### src/rtl/mag_level_smoother.sv
// mag_level_smoother: FFT bin magnitudes to log-scale servo levels
// with noise floor removal and peak-hold / linear decay.
module mag_level_smoother #(
  parameter int NBINS       = 16,
  parameter int MAG_W       = 64,
  parameter int NOISE_FLOOR = 16,
  parameter int DECAY       = 4,
  parameter int LVL_W       = $clog2(MAG_W) + 2
) (
  input  logic                     clk,
  input  logic                     reset_n,
  input  logic                     mag_valid,
  input  logic [NBINS*MAG_W-1:0]   mag,
  output logic [NBINS*LVL_W-1:0]   level,
  output logic                     levels_valid,
  output logic                     busy,
  output logic                     overrun
);

  localparam int KW = $clog2(MAG_W);
  localparam int IW = (NBINS > 1) ? $clog2(NBINS) : 1;

  localparam logic [IW-1:0]    LAST = IW'(NBINS - 1);
  localparam logic [LVL_W-1:0] NF   = LVL_W'(NOISE_FLOOR);
  localparam logic [LVL_W-1:0] DC   = LVL_W'(DECAY);

  typedef enum logic [1:0] {
    S_IDLE,
    S_PROC,
    S_COMMIT
  } state_t;

  state_t           r_state;
  logic [IW-1:0]    r_idx;
  logic [MAG_W-1:0] r_buf   [NBINS];
  logic [LVL_W-1:0] r_hold  [NBINS];
  logic [LVL_W-1:0] r_level [NBINS];
  logic             r_levels_valid;
  logic             r_busy;
  logic             r_overrun;

  logic [MAG_W-1:0] w_cur;
  logic [LVL_W-1:0] w_h_cur;
  logic [KW-1:0]    w_k;
  logic [1:0]       w_f;
  logic [LVL_W-1:0] w_code;
  logic [LVL_W-1:0] w_c;
  logic [LVL_W-1:0] w_dec;
  logic [LVL_W-1:0] w_new;

  assign w_cur   = r_buf[r_idx];
  assign w_h_cur = r_hold[r_idx];

  // Priority encode: MSB index k and the two bits below it
  always_comb begin
    w_k = '0;
    w_f = '0;
    if (w_cur[1]) begin
      w_k = KW'(1);
      w_f = {w_cur[0], 1'b0};
    end
    for (int j = 2; j < MAG_W; j++) begin
      if (w_cur[j]) begin
        w_k = KW'(j);
        w_f = {w_cur[j-1], w_cur[j-2]};
      end
    end
  end

  // 4k+f packs as {k,f}; k=0 and zero input both give 0
  assign w_code = {w_k, w_f};
  assign w_c    = (w_code > NF) ? w_code - NF : '0;
  assign w_dec  = (w_h_cur > DC) ? w_h_cur - DC : '0;
  assign w_new  = (w_c >= w_h_cur) ? w_c
                : ((w_c > w_dec) ? w_c : w_dec);

  // Frame capture on an accepted strobe; contents are don't-care otherwise
  always_ff @(posedge clk) begin
    if (r_state == S_IDLE && mag_valid) begin
      for (int b = 0; b < NBINS; b++) begin
        r_buf[b] <= mag[b*MAG_W +: MAG_W];
      end
    end
  end

  // Frame sequencer: capture, one bin per cycle, parallel commit
  always_ff @(posedge clk or negedge reset_n) begin
    if (!reset_n) begin
      r_state        <= S_IDLE;
      r_idx          <= '0;
      r_levels_valid <= 1'b0;
      r_busy         <= 1'b0;
      r_overrun      <= 1'b0;
      for (int b = 0; b < NBINS; b++) begin
        r_hold[b]  <= '0;
        r_level[b] <= '0;
      end
    end else begin
      r_levels_valid <= 1'b0;
      if (mag_valid && r_state != S_IDLE) begin
        r_overrun <= 1'b1;
      end
      unique case (r_state)
        S_IDLE: begin
          if (mag_valid) begin
            r_idx   <= '0;
            r_busy  <= 1'b1;
            r_state <= S_PROC;
          end
        end
        S_PROC: begin
          r_hold[r_idx] <= w_new;
          r_idx         <= r_idx + 1'b1;
          if (r_idx == LAST) begin
            r_state <= S_COMMIT;
          end
        end
        S_COMMIT: begin
          for (int b = 0; b < NBINS; b++) begin
            r_level[b] <= r_hold[b];
          end
          r_levels_valid <= 1'b1;
          r_busy         <= 1'b0;
          r_state        <= S_IDLE;
        end
        default: begin
          r_state <= S_IDLE;
        end
      endcase
    end
  end

  genvar g;
  generate
    for (g = 0; g < NBINS; g++) begin : g_lvl
      assign level[g*LVL_W +: LVL_W] = r_level[g];
    end
  endgenerate

  assign levels_valid = r_levels_valid;
  assign busy         = r_busy;
  assign overrun      = r_overrun;

endmodule

### config.mk
export PLATFORM = sky130hd
export DESIGN_NAME = mag_level_smoother
export DESIGN_NICKNAME = d
export VERILOG_FILES = /design/src/rtl/mag_level_smoother.sv
export SDC_FILE = /design/constraint.sdc
export NUM_CORES = 2
export LEC_CHECK = 0
export ABC_CLOCK_PERIOD_IN_PS = 108000
export BUFFER_PORTS_ARGS = -buffer_cell sky130_fd_sc_hd__buf_2
export CORE_AREA = 2 2 449 451
export CTS_BUF_LIST = sky130_fd_sc_hd__clkbuf_2 sky130_fd_sc_hd__clkbuf_4 sky130_fd_sc_hd__clkbuf_8
export DETAILED_ROUTE_END_ITERATION = 10
export DIE_AREA = 0 0 451 453
export HOLD_SLACK_MARGIN = 0.02
export PLACE_DENSITY = 0.51
export SYNTH_ARGS = -nofsm -noshare
export SYNTH_HDL_FRONTEND = slang
export SYNTH_SLANG_ARGS = --single-unit
### constraint.sdc
create_clock -name clk -period 108 [get_ports clk]
set_input_delay 16.2 -clock clk [delete_from_list [all_inputs] [get_ports clk]]
set_output_delay 16.2 -clock clk [all_outputs]
set_load 0.02 [all_outputs]
Word-level counts from Yosys, hierarchy flattened. Memories as Yosys holds them, arrays and structs flattened. Cells that the tools add are included. W data, S select, Z words.

Register bits after elaboration: 265. Bits in latches: 0. RAM bits: 1024. Bits in read-only memories: 0. Input bits: 1027. Output and inout port bits: 131. Word-level logic and storage cells: 209. Memories kept: 1.

Memories: r_buf (depth 16, bits a word 64, rd ports 1, clocked after memory_dff 0, write ports 16, RTL line 35) `logic [MAG_W-1:0] r_buf [NBINS];`.

Add/sub/neg operators: 3. $mul: 0. Divide/modulo/power cells: 0. Order comparisons: 6. Eq/ne operators: 5. Shifts and indexed selects: 0. Mux-type cells: 146. Bitwise logic cells: 1. Reduce and logical (&&, ||, !) cells: 10.

Operators by type and width (count): $mux W6 (61); $mux W2 (66); $bwmux W128 (1); $mux W8 (7); $bmux W8 S4 (1); $demux W8 S4 (1); $ge A8 B8 Y1 (1); $gt A8 B3 Y1 const B (1); $gt A8 B5 Y1 const B (1); $gt A8 B8 Y1 (1); $pmux W4 S2 (1); $sub A8 B3 Y8 const B (1); $sub A8 B5 Y8 const B (1); $reduce_and A2 Y1 (3); $reduce_bool A2 Y1 (3); $ge A5 B5 Y1 const B (1); $lt A5 B1 Y1 const B (1); $mux W1 (5); $not A4 Y5 (1); $add A4 B1 Y4 const B (1); $eq A4 B4 Y1 const B (1); $mux W4 (1); $ne A2 B2 Y1 const B (2); $pmux W2 S2 (1); other kinds (5) (7).

Logic depth before layout (Yosys ltp). An unclocked memory read counts as a cell.

Depth after elaboration: 70. Mapped depth: 36. Depth with buffers taken out: 28.

Least setup slack after synthesis. OpenSTA, ideal clock, no wires.

Kind: input port to flip-flop. Start point: input mag_valid. End point: memory r_buf[0][0] (enable). Library setup time: 3.880 ns. Data arrival time: 88.720 ns. Data required time: 104.120 ns. Path slack: 15.401 ns. Stages: 1. Buffers on the path: 0. Cell sequence: nor3b_1.

RTL lines: start: declaration (RTL line 12) `input logic mag_valid,`; end: declaration (RTL line 35).

==> impl_metrics.toml <==
[synthesis]
synth_simple_gate_area_share = 0.0572
async_flop_share = 0.206
synth_top_family_by_area = "multiplexers"
synth-xor-area-share = 0.000502
synthAdderAreaFrac = 0.00573
yosys_register_bits = 1289
synth_edf_count = 1024
synth_warnings = 0
syn-cell-area_um2 = 52400
synth-compound-area-share = 0.0545
synthDistinctLibCells = 91
syn_avg_cell_area_um2 = 17.8
syn_inst = 2940
synth.net_count = 3991
synthMuxAreaShare = 0.150
ys.flop_type = "edfxtp_1"
synth.yosys.seq_area_share = 0.713

[clocking]
htreeDepth = 4
ctsResizeCount = 0
ctsHoldBuffers = 0
cts_tree = "yes"
post_cts_buffers = 0
clock_latency_ns = 0.95
clock_sinks = 1289
cts_buffers = 223
cts-root-buf = "clkbuf_8"
clk_pin_slew_worst_paths_ns = 0.06
clk_path_buf_depth = 3

[timing]
rsz0062_at_grt = "no"
hold_violations = 0
final.min_clock_period_ns = 19.53
hold_ws_ns = 0.465
timing.final.crit_share = 0.181
setup_viol = 0
tns_ns = 0
maxSlewViolCount = 0
slew_headroom = 0.213
clock.fmax_mhz = 51.2
clock_skew_ns = 0.0637
worst_pin_slew_ns = 1.18

[placed_design]
placed_area_um2 = 61200
place.gp.congestion = 0.851
placement.io_buffers = 1157
place_inst = 6657
place_hpwl_um = 150000

[worst_hold_path]
hp-start = "overrun"
hold_path.class = "register to register"

[critical_path]
critPathTopFamily = "buffers and inverters"
critPathArrivalTime_ns = 20.11
crit_chain = "buf_2, nor3b_2, buf_12, buf_12, buf_4, buf_4"
endpoint_kind = "register"
timing.setup.critical_path_class = "primary input to register"
cpPeakStageDelay_ns = 0.86
crit_path_start = "mag_valid"
crit_slowest_cell = "buf_4"
path_buf_inv = 5
worstReg2RegStart = "r_idx[0]"
cp.required_ns = 108.58
crit_path_max_fanout = 182
worst_setup_path_start_kind = "primary input"

[global_routing]
antenna_found_initial = 115
grtUsageTotal = 0.190
gr-total-overflow = 0
grt_pass1_wl_um = 270000
grt_pass1_vias = 34300
grt_max_degree = 183

[floorplanning]
dieWidth_um = 451
dieArea_um2 = 204000
ios = 1158
num_rows = 164
die_height_um = 453
initial_core_util = 0.263
coreArea_um2 = 199000

[layout]
layoutNonFillerInstCount = 7124
final_nets = 5277
drive_gt1_frac = 0.458
stdcell_area_um2 = 66000
syn_to_final_growth_pct = 25.9

[power_and_ir_drop]
p_per_area_nw_per_um2 = 30.3
finalPower_w = 0.00200
ir_drop_v = 0.0000391
leakagePower_nw = 25.3

[run_status]
outcome = "finished clean"

[routing]
drc_errors = 0
finalWirelength_um = 199000
vias = 33400
initialDrtViolationCount = 3063
final_antenna_net_count = 0
vias_per_cell = 4.68
first_pass_iters = 6
wl_per_cell_um = 27.9

[run]
drv_cap = 0
==> state kept, by name, indices dropped and copies added, names as in the netlist <==
| signal | cells |
|---|---|
| r_buf | 1024 |
| r_hold | 128 |
| levels_valid | 1 |
| r_state | 2 |
| busy | 1 |
| overrun | 1 |
| level | 128 |
| r_idx | 4 |
==> cells by family after synthesis <==
kind of cell,Yosys count
AO/OA/AOI/OAI,364
XOR/XNOR,3
adder cells (fa/ha/maj),24
buffers and inverters,175
flip-flops,1289
multiplexers,393
AND/OR/NAND/NOR,692
==> placed cells by master, fill, tap and decap left out, types with 12 or more instances in the layout <==
| cell type | instances |
|---|---|
| a22o_1 | 40 |
| buf_4 | 46 |
| clkbuf_4 | 75 |
| a221oi_1 | 13 |
| nand2b_1 | 12 |
| dfrtp_1 | 261 |
| a31oi_1 | 16 |
| mux2_2 | 78 |
| clkinv_2 | 33 |
| inv_1 | 25 |
| a21oi_1 | 54 |
| nand4_1 | 12 |
| diode_2 | 55 |
| buf_2 | 1156 |
| edfxtp_1 | 1024 |
| a221oi_2 | 17 |
| clkinv_1 | 41 |
| o21ai_0 | 75 |
| nor2b_1 | 13 |
| clkbuf_8 | 242 |
| nor2_1 | 63 |
| a221o_1 | 17 |
| ha_1 | 24 |
| mux4_2 | 292 |
| a22oi_1 | 38 |
| nand3_1 | 34 |
| nor3_1 | 13 |
| nand2_1 | 481 |
==> area by class of cell <==
| class | count | area [um2] |
|---|---|---|
| timing repair buffer | 1208 | 6250 |
| fill | 19600 | 133000 |
| multi-input combinational | 1476 | 14100 |
| inverter | 28 | 109 |
| tap | 2656 | 3320 |
| sequential | 1289 | 37400 |
| clock buffer | 317 | 3890 |
| antenna | 55 | 138 |
| clock inverter | 95 | 749 |
==> Yosys cell counts, types with 17 or more instances <==
cell type	instances	area (um2)
ha_1	24	300
o21ai_0	75	375
nand2_1	482	1810
edfxtp_1	1024	30700
inv_1	25	93.8
buf_6	20	225
a22o_1	40	350
buf_2	28	140
nor2_1	64	240
a221o_1	17	170
mux2_2	78	878
a22oi_1	38	285
a21oi_1	55	275
mux4_2	292	6580
clkbuf_1	70	263
nand3_1	34	170
dfrtp_1	265	6630
==> per-layer routing <==
layer / global-route usage / up-vias / share of wire
met5: 0 / - / 0.0023
li1: - / 14400 / -
met2: 0.334 / 1431 / 0.51
met1: 0.228 / 17100 / 0.39
met3: 0.0524 / 354 / 0.073
met4: 0.0469 / 80 / 0.022
==> report_power, final <==
part | internal [W] | switching, W | total, W
Sequential | 0.000638 | 0.0000505 | 0.000688
Clock | 0.000253 | 0.000211 | 0.000464
Combinational | 0.000303 | 0.000545 | 0.000848
==> through the flow <==
stage / util / setup WS, ns
after floorplan: - / 15.40
after global placement: 0.307 / 87.59
after detailed placement: 0.307 / 87.52
after CTS: 0.330 / 88.63
after global routing: 0.331 / 88.28
final: 0.331 / 88.47
==> final timing paths <==
path	endpoint	slack, ns	depth (start not counted)
min reg2reg	overrun	0.47	1
max	r_buf[2][47]	88.47	6
min in group asynchronous	level[86]	15.32	1
max reg2reg	r_hold[99]	97.54	28
max in group asynchronous	r_idx[1]	90.22	3
min	overrun	0.47	1
Note: power is estimated with default switching activity, not from simulation.
